<file path="src/rtl/regbus2axi4lite.sv">
`default_nettype none
// ============================================================================
// regbus2axi4lite : single-outstanding regbus to AXI4-Lite master bridge
// Revision 1.0 - initial release
// ============================================================================
module regbus2axi4lite #(
  parameter int ADDR_W  = 32,
  parameter int DATA_W  = 32,
  parameter int TIMEOUT = 256
) (
  input  logic                Clk,
  input  logic                Rst,
  input  logic                addr_valid,
  input  logic                reg_write,
  input  logic [ADDR_W-1:0]   reg_addr,
  input  logic [DATA_W-1:0]   reg_wdata,
  output logic                reg_ready,
  output logic [DATA_W-1:0]   reg_rdata,
  output logic                reg_err,
  output logic [ADDR_W-1:0]   awaddr,
  output logic [2:0]          awprot,
  output logic                awvalid,
  input  logic                awready,
  output logic [DATA_W-1:0]   wdata,
  output logic [DATA_W/8-1:0] wstrb,
  output logic                wvalid,
  input  logic                wready,
  input  logic [1:0]          bresp,
  input  logic                bvalid,
  output logic                bready,
  output logic [ADDR_W-1:0]   araddr,
  output logic [2:0]          arprot,
  output logic                arvalid,
  input  logic                arready,
  input  logic [DATA_W-1:0]   rdata,
  input  logic [1:0]          rresp,
  input  logic                rvalid,
  output logic                rready
);

  localparam int CNT_W = (TIMEOUT > 1) ? $clog2(TIMEOUT + 1) : 1;
  localparam logic [CNT_W-1:0] CNT_LAST = (TIMEOUT > 0) ? CNT_W'(TIMEOUT - 1) : '0;

  typedef enum logic [2:0] {
    IDLE   = 3'd0,
    WRITE  = 3'd1,
    WAIT_B = 3'd2,
    READ   = 3'd3,
    WAIT_R = 3'd4,
    RESP   = 3'd5
  } state_t;

  state_t           state;
  logic [CNT_W-1:0] cnt;
  logic             timed_out;
  logic             abort;

  assign wstrb  = '1;
  assign awprot = 3'b000;
  assign arprot = 3'b000;

  assign timed_out = (TIMEOUT != 0) && (cnt == CNT_LAST);

  // A response arriving in the very cycle the budget expires still wins.
  assign abort = timed_out &&
                 ((state == WRITE) || (state == READ) ||
                  ((state == WAIT_B) && !bvalid) ||
                  ((state == WAIT_R) && !rvalid));

  always_ff @(posedge Clk) begin
    if (Rst) begin
      cnt <= '0;
    end else if (state == IDLE) begin
      cnt <= '0;
    end else if (cnt != '1) begin
      cnt <= cnt + 1'b1;
    end
  end

  always_ff @(posedge Clk) begin
    if (Rst) begin
      state     <= IDLE;
      awaddr    <= '0;
      awvalid   <= 1'b0;
      wdata     <= '0;
      wvalid    <= 1'b0;
      bready    <= 1'b0;
      araddr    <= '0;
      arvalid   <= 1'b0;
      rready    <= 1'b0;
      reg_ready <= 1'b0;
      reg_rdata <= '0;
      reg_err   <= 1'b0;
    end else if (abort) begin
      awvalid   <= 1'b0;
      wvalid    <= 1'b0;
      bready    <= 1'b0;
      arvalid   <= 1'b0;
      rready    <= 1'b0;
      reg_ready <= 1'b1;
      reg_rdata <= '0;
      reg_err   <= 1'b1;
      state     <= RESP;
    end else begin
      case (state)
        IDLE: begin
          if (addr_valid) begin
            if (reg_write) begin
              awaddr  <= reg_addr;
              wdata   <= reg_wdata;
              awvalid <= 1'b1;
              wvalid  <= 1'b1;
              state   <= WRITE;
            end else begin
              araddr  <= reg_addr;
              arvalid <= 1'b1;
              state   <= READ;
            end
          end
        end
        WRITE: begin
          // AW and W complete independently; leave once neither is pending.
          if (awvalid && awready) awvalid <= 1'b0;
          if (wvalid && wready)   wvalid  <= 1'b0;
          if ((!awvalid || awready) && (!wvalid || wready)) begin
            bready <= 1'b1;
            state  <= WAIT_B;
          end
        end
        WAIT_B: begin
          if (bvalid) begin
            bready    <= 1'b0;
            reg_ready <= 1'b1;
            reg_rdata <= '0;
            reg_err   <= (bresp != 2'b00);
            state     <= RESP;
          end
        end
        READ: begin
          if (arready) begin
            arvalid <= 1'b0;
            rready  <= 1'b1;
            state   <= WAIT_R;
          end
        end
        WAIT_R: begin
          if (rvalid) begin
            rready    <= 1'b0;
            reg_ready <= 1'b1;
            reg_rdata <= rdata;
            reg_err   <= (rresp != 2'b00);
            state     <= RESP;
          end
        end
        RESP: begin
          reg_ready <= 1'b0;
          reg_rdata <= '0;
          reg_err   <= 1'b0;
          state     <= IDLE;
        end
        default: begin
          state <= IDLE;
        end
      endcase
    end
  end

endmodule
`default_nettype wire
</file>
<file path="config.mk">
export PLATFORM = sky130hd
export DESIGN_NAME = regbus2axi4lite
export DESIGN_NICKNAME = d
export VERILOG_FILES = /design/src/rtl/regbus2axi4lite.sv
export SDC_FILE = /design/constraint.sdc
export NUM_CORES = 1
export LEC_CHECK = 0
export ABC_CLOCK_PERIOD_IN_PS = 1860
export CAP_MARGIN = 20
export CORE_UTILIZATION = 56
export CTS_CLUSTER_DIAMETER = 80
export DETAILED_ROUTE_END_ITERATION = 16
export DONT_BUFFER_PORTS = 1
export PLACE_DENSITY = 0.74
export SLEW_MARGIN = 20
export SYNTH_ARGS = -nofsm -noshare
export SYNTH_HDL_FRONTEND = slang
export SYNTH_SLANG_ARGS = --single-unit
</file>
<file path="constraint.sdc">
create_clock -name Clk -period 1.86 [get_ports Clk]
set_input_delay 0.372 -clock Clk [delete_from_list [all_inputs] [get_ports Clk]]
set_output_delay 0.372 -clock Clk [all_outputs]
set_load 0.02 [all_outputs]
</file>
### Word level (Yosys, flattened, before mapping)

Cells that the tools add are included.

| word-level totals | value |
|---|---|
| bits in registers | 147 |
| bits of input ports | 109 |
| output and inout bits | 145 |
| word-level logic and storage cells | 110 |

| operators by class | value |
|---|---|
| add/subtract/negate cells | 1 |
| equality and inequality tests | 21 |
| multiplexer cells | 35 |
| bitwise operators | 2 |
| reductions and logical operators | 37 |

Operators with widths:

| kind | count |
|---|---|
| case mux 32 bit (3 select lines) | 1 |
| two-way mux 32 bit | 2 |
| AND reduction 4 bit | 5 |
| two-way mux 3 bit | 6 |
| two-way mux 1 bit | 17 |
| case mux 3 bit (5 select lines) | 1 |
| inequality test 2 bit, second input constant | 6 |
| inequality test 3 bit, second input constant | 4 |
| AND reduction 3 bit | 4 |
| nonzero test 2 bit | 6 |
| case mux 1 bit (2 select lines) | 5 |
| AND reduction 5 bit | 2 |
| adder 9 x 1 -> 9 bit, second input constant | 1 |
| == test 9 x 8 -> 1 bit, second input constant | 1 |
| inequality test 9 bit, second input constant | 1 |
| == test 3 x 2 -> 1 bit, second input constant | 2 |
| == test 3 bit, second input constant | 2 |
| logical AND 1 bit | 6 |
| inequality test 2 x 1 -> 1 bit, second input constant | 3 |
| case mux 1 bit (3 select lines) | 2 |
| logical OR 1 bit | 5 |
| logical NOT 1 bit | 4 |
| nonzero test 4 bit | 1 |
| OR reduction 2 bit | 2 |
| 6 further kinds | 7 |

### Logic depth before layout (Yosys ltp)

Gate-level depths: netlist of run 1.

| depth | value |
|---|---|
| depth after elaboration | 7 |
| depth in mapped cells | 9 |
| depth with buffers taken out | 8 |

### Worst setup path before layout of run 1

No wires, ideal clock.

| path | value |
|---|---|
| path type | reg-to-reg |
| start point | register cnt[0] |
| end point | register rready |
| setup time | 0.064 ns |
| data arrival time | 1.692 ns |
| data required time | 1.796 ns |
| setup slack | 0.104 ns |
| stages on the path, launching flop included | 10 |
| path buffers | 2 |
| period minus slack after synthesis | 1.756 ns |
| cells stage by stage | dfxtp_1 -> ha_1 -> nand3_1 -> nor2_1 -> ha_1 -> o211a_1 -> a311o_1 -> buf_4 -> buf_6 -> nor2_1 |

| on the way | value |
|---|---|
| cells in the longest elaborated chain, start to end | 3 |

RTL lines:

| item | line | source |
|---|---|---|
| from (decl) | 54 | `logic [CNT_W-1:0] cnt;` |
| from (signal assigned) | 76 | `cnt <= cnt + 1'b1;` |
| == test 9 x 8 -> 1 bit | 62 | `assign timed_out = (TIMEOUT != 0) && (cnt == CNT_LAST);` |
| logical AND 1 bit | 65 | `assign abort = timed_out &&` |
| OR reduction 2 bit (no source line) | -- |  |
| to (signal assigned) | 90 | `rready <= 1'b0;` |
| to (signal assigned) | 99 | `rready <= 1'b0;` |
| to (signal assigned) | 142 | `rready <= 1'b1;` |
| to (decl) | 38 | `output logic rready` |

Every way passes these cells.
A chain may end at the register's enable or synchronous reset.

### Final worst setup path of run 1

| path | value |
|---|---|
| start point | register cnt[0] |
| end point | register state[1] |

| on the way | value |
|---|---|
| cells in the longest elaborated chain, start to end | 3 |

RTL lines:

| item | line | source |
|---|---|---|
| == test 9 x 8 -> 1 bit | 62 |  |
| logical AND 1 bit | 65 |  |
| OR reduction 2 bit (no source line) | -- |  |
| to (signal assigned) | 82 | `state <= IDLE;` |
| to (signal assigned) | 103 | `state <= RESP;` |
| to (signal assigned) | 113 | `state <= WRITE;` |
| to (decl) | 53 | `state_t state;` |

Every way passes these cells.

==> flow_summary.json, run 1 <==
{
  "powerDensity_mw_per_mm2": 1216,
  "ctsHoldBuffers": 1,
  "via_count": 4535,
  "slowest_delay_ps": 440,
  "die_h_um": 103.1,
  "area_growth_syn_to_layout_pct": 13.04,
  "worst_hold_slack_ps": -76.07,
  "grt_pass1_wl_um": 19760,
  "drv_slew": 0,
  "final_nets": 787,
  "clock_sinks": 147,
  "grt.total_usage": 0.2454,
  "max_clock_freq_mhz": 559.6,
  "syn_avg_cell_area_um2": 8.349,
  "async_reset_ff_frac": 0,
  "cp_max_fo": 4,
  "cp_common_cell": "ha_2",
  "period_share": 0.9607,
  "ant_nets": 0,
  "initial_utilization": 0.5824,
  "skew_ps": 5.753,
  "ctsHtreeMaxLevel": 4,
  "final_area_mm2": 0.006465,
  "insertedDiodeCount": 0,
  "min_path_type": "in -> reg",
  "clkTransAtPathRegs_ps": 60,
  "antenna_found_initial": 0,
  "rows": 36,
  "slowest_stage": "a311o_2",
  "clock_latency_ps": 510,
  "place_ws_ps": -11.46,
  "worstHoldPathCells": 1,
  "io_pins": 254,
  "fillers": 826,
  "path_class": "reg -> reg",
  "worstSetupStartpointType": "flip-flop",
  "synth_edf_count": 0,
  "core_mm2": 0.009819,
  "drtIter0Drc": 161,
  "cp.arrival_ps": 2200,
  "cts_buffer_depth": 2,
  "worst-r2r-setup-slack_ps": 70,
  "ys_ff_latch": 147,
  "met1_usage": 0.2624,
  "cp.required_ps": 2270,
  "final_common_cell": "nand2_1",
  "ys_seq_area_frac": 0.5145,
  "netlist_area_mm2": 0.005719,
  "dieWidth_um": 103.1,
  "netlist-cell-type-count": 41,
  "worst_slack_ps": 73.06,
  "overflow": 0,
  "die-area_mm2": 0.01062,
  "grt_pass1_vias": 4179,
  "hpwl_um": 9231,
  "finalWirelength_um": 13520,
  "finalHoldViolations": 99,
  "layout_common_cells": "nand2_1 (197), dfxtp_1 (147), a21oi_1 (103), nor2_1 (47), mux2i_1 (34)",
  "grt-busiest-layer": "met2",
  "setup_violations": 0,
  "worstPathCellList": "ha_2 > nand3_2 > nor2_2 > ha_2 > buf_4 > a311o_2 > a2111oi_4",
  "drive_above_1_share": 0.1017,
  "root_buffer": "clkbuf_8",
  "tritoncts": "done",
  "yosysWarningCount": 0,
  "drcViolationCount": 0,
  "drt-pass1-iter-count": 4,
  "ir_drop_uv": 659.3,
  "place.gp.congestion": 0.8695,
  "grt_use_met2": 0.4256,
  "syn_inst": 685,
  "maxCapViolCount": 0,
  "via_per_inst": 5.524,
  "grt_use_met3": 0.1003,
  "crit_path_end_kind": "flip-flop",
  "leakage_nw": 2.345,
  "wl_per_cell_um": 16.47,
  "dpl-instance-area_mm2": 0.005791,
  "period_needed_ps": 1787,
  "io_buffers": 0,
  "numCtsBuffers": 17,
  "violations": "negative hold slack",
  "outcome": "finished, violations left",
  "grt_max_degree": 103,
  "postSynth.topFlopCell": "dfxtp_1",
  "r2r_cells": 7
}
## power by group
part / switching (mW) / internal [mW]
registers: 0.355 / 3.33
clock network: 1.29 / 2.08
logic: 0.478 / 0.324
## flip-flops by register name, indices dropped and copies added (netlist names)
signal,count
state,3
awvalid,1
rready,1
arvalid,1
wdata,32
cnt,9
reg_ready,1
reg_rdata,32
wvalid,1
reg_err,1
bready,1
araddr,32
awaddr,32
## logic make-up (layout without fill, tap and decap cells)
kind of cell | Yosys count | in the layout | synth area share
adders and majority gates | 3 | 3 | 0.006564
other | 2 | 10 | 0.001313
muxes | 35 | 35 | 0.06148
and+or+nand+nor | 301 | 301 | 0.2247
DFF | 147 | 147 | 0.5145
buffers and inverters | 66 | 61 | 0.06279
xor gates and xnor gates | 6 | 6 | 0.009188
AOI/OAI and AO/OA | 125 | 125 | 0.1194
## critical path: cells and delay by family, from the launching register on
kind,cells,cell delay (ps)
compound gates,2,770
fa+ha+maj,2,370
buf+inv,1,130
flops,1,310
simple gates,2,110
## synth_stat cells (2+ instances only)
cell type	number	area [um2]
a21oi_1	103	515.5
a31oi_1	5	31.28
and2_1	32	200.2
and3_1	2	12.51
and3b_1	2	17.52
buf_2	14	70.07
buf_4	11	82.58
buf_6	7	78.83
clkbuf_1	26	97.59
conb_1	2	7.510
dfxtp_1	147	2943
ha_1	3	37.54
inv_1	8	30.03
mux2i_1	34	340.3
nand2_1	197	739.5
nand2b_1	2	12.51
nand3_1	3	15.01
nand4b_1	2	17.52
nor2_1	49	183.9
nor2b_1	3	18.77
o21ai_0	4	20.02
o22ai_1	4	25.02
or2_2	2	12.51
or3_1	2	12.51
xnor2_1	2	17.52
xor2_1	4	35.03
## through the flow
stage	std cells	power [mW]	util	setup TNS, ps
6_report	821	7.859	0.6584	0
3_3_place_gp	786	4.502	0.5897	0
3_5_place_dp	786	4.537	0.5897	-11.46
5_1_grt	821	8.172	0.6584	-2.681
2_1_floorplan	693	4.380	-	0
4_1_cts	819	7.894	0.6509	0
## final cells by class
cell class / instances / area [um2] / area share
Clock buffer: 19 / 431.7 / 0.06677
Clock inverter: 13 / 158.9 / 0.02458
Inverter: 8 / 30.03 / 0.004645
Multi-Input combinational cell: 480 / 2516 / 0.3892
Sequential cell: 147 / 2943 / 0.4552
Tap cell: 133 / 166.4 / 0.02574
Timing Repair Buffer: 21 / 219.0 / 0.03387
## layer usage
layer,vias up,wire [um]
met5,-,0
met4,0,258
met3,21,1182
met2,185,6854
met1,2139,5227
li1,2190,-
## worst paths after layout
| kind | startpoint | to |
|---|---|---|
| max | cnt[0] | state[1] |
| min | Rst | reg_ready |
| max reg2reg | cnt[0] | state[1] |
| min reg2reg | cnt[8] | cnt[8] |
## timing repair
item	CTS	global route
pin swaps	1	3
setup buffers	0	1
cloned	0	1
resized for setup	0	14
setup endpoints to repair	2	37
hold endpoints to repair	101	100
No activity file was read; power rests on OpenSTA's default activity.
==> run 2: changes to the inputs <==
CORE_ASPECT_RATIO = 0.75   (was default)
==> run 2 against run 1 <==
  * The run now ends clean
  * Via count hardly changed
  * Sequential power is essentially flat
  * Non-clock buffer count up 2
  * Flip-flop and latch count unchanged
  * Cell count increased by 0.12%
  * Design area is 1.1% higher
  * Critical path depth up 1
  * Register-to-register slack worse by 20 ps
==> flow_summary.json, run 2 (synthesis results as in run 1) <==
{
  "finalHoldViolations": 0,
  "clock_sinks": 147,
  "clock_latency_ps": 410,
  "drtIter0Drc": 250,
  "worst_hold_slack_ps": 45.50,
  "dieWidth_um": 118.7,
  "tritoncts": "done",
  "insertedDiodeCount": 0,
  "via_per_inst": 5.521,
  "place.gp.congestion": 0.8428,
  "grt.total_usage": 0.2459,
  "finalSetupTns_ps": 0,
  "wl_per_cell_um": 16.67,
  "area_growth_syn_to_layout_pct": 14.33,
  "via_count": 4538,
  "grt-busiest-layer": "met2",
  "drcViolationCount": 0,
  "skew_ps": 6.447,
  "max_clock_freq_mhz": 552.0,
  "final_area_mm2": 0.006539,
  "cts_buffer_depth": 2,
  "rsz0062_at_grt": "yes",
  "fin_cells": 822,
  "path_class": "reg -> reg",
  "min_path_type": "in -> reg",
  "place_ws_ps": -68.60,
  "drv_slew": 0,
  "grt_pass1_wl_um": 20450,
  "met1_usage": 0.2851,
  "core_mm2": 0.009774,
  "layout_common_cells": "nand2_1 (197), dfxtp_1 (147), a21oi_1 (103), nor2_1 (48), mux2i_1 (34)",
  "period_needed_ps": 1812,
  "root_buffer": "clkbuf_16",
  "grt_use_met2": 0.4195,
  "rows": 31,
  "hpwl_um": 9472,
  "r2r_cells": 8,
  "antenna_found_initial": 0,
  "min_to": "reg_err",
  "r2r-start": "cnt[5]",
  "worstSetupStartpointType": "flip-flop",
  "powerDensity_mw_per_mm2": 1264,
  "setup_violations": 0,
  "crit_path_end_kind": "flip-flop",
  "regToRegEndpoint": "bready",
  "drive_above_1_share": 0.1000,
  "grt_use_met3": 0.08929,
  "cp.arrival_ps": 2160,
  "final_nets": 789,
  "die-area_mm2": 0.01063,
  "die_h_um": 89.52,
  "regArea_mm2": 0.002943,
  "overflow": 0,
  "drt-pass1-iter-count": 4,
  "hp-start": "Rst",
  "fillers": 790,
  "final_common_cell": "nand2_1",
  "initial_utilization": 0.5851,
  "multi_input_area_mm2": 0.002497,
  "io_pins": 254,
  "cp.required_ps": 2210,
  "leakage_nw": 2.379,
  "dp.cells": 789,
  "period_share": 0.9740,
  "ctsHoldBuffers": 0,
  "worst-r2r-setup-slack_ps": 50,
  "ant_nets": 0,
  "maxCapViolCount": 0,
  "cp_max_fo": 5,
  "worst_slack_ps": 48.35,
  "grt_pass1_vias": 4090,
  "outcome": "finished clean",
  "ir_drop_uv": 679.1,
  "worstHoldPathCells": 1,
  "ctsHtreeMaxLevel": 4,
  "dpl-instance-area_mm2": 0.005832,
  "finalWirelength_um": 13700,
  "io_buffers": 0,
  "grt_max_degree": 103,
  "finalPower_mw": 8.267,
  "numCtsBuffers": 17,
  "fin_util": 0.6690,
  "clkTransAtPathRegs_ps": 60
}
run 2: timing repair:
action / in CTS / in global routing
hold endpoints to repair: 0 / 0
pin swaps: 1 / 2
resized for setup: 1 / 8
setup endpoints to repair: 35 / 36
setup buffers: 0 / 1
run 2: where the power goes:
part / internal (mW) / total (mW) / switching, mW
Sequential: 3.33 / 3.68 / 0.350
Combinational: 0.342 / 0.835 / 0.493
Clock: 2.46 / 3.75 / 1.29
run 2: how the worst max path moves through the flow:
stage | from | endpoint | depth (start not counted)
finish | cnt[5] | bready | 8
CTS | cnt[0] | state[1] | 7
global placement | cnt[5] | wvalid | 8
detailed placement | cnt[5] | reg_rdata[21] | 8
global route | cnt[0] | bready | 8
floorplan | cnt[0] | rready | 9
run 2: critical path, cell delays in order, from the launching register on:
cell	delay, ps
dfxtp_1	320
and3_4	180
nand3_1	80
nor2_2	60
ha_2	180
o211a_1	130
a311o_2	440
buf_4	170
and3b_1	190
run 2: final cells by class:
type                       instances  share of cell area
inverter                           8            0.004592
clock inverter                    12             0.03119
tap                              132             0.02526
sequential                       147              0.4501
clock buffer                      20             0.06984
multi-input combinational        480              0.3819
timing repair buffer              23             0.03712
run 2: routing by layer:
metal,vias up,routed length [um]
met4,0,182
met2,189,6891
li1,2197,-
met5,-,0
met1,2137,5598
met3,15,1031
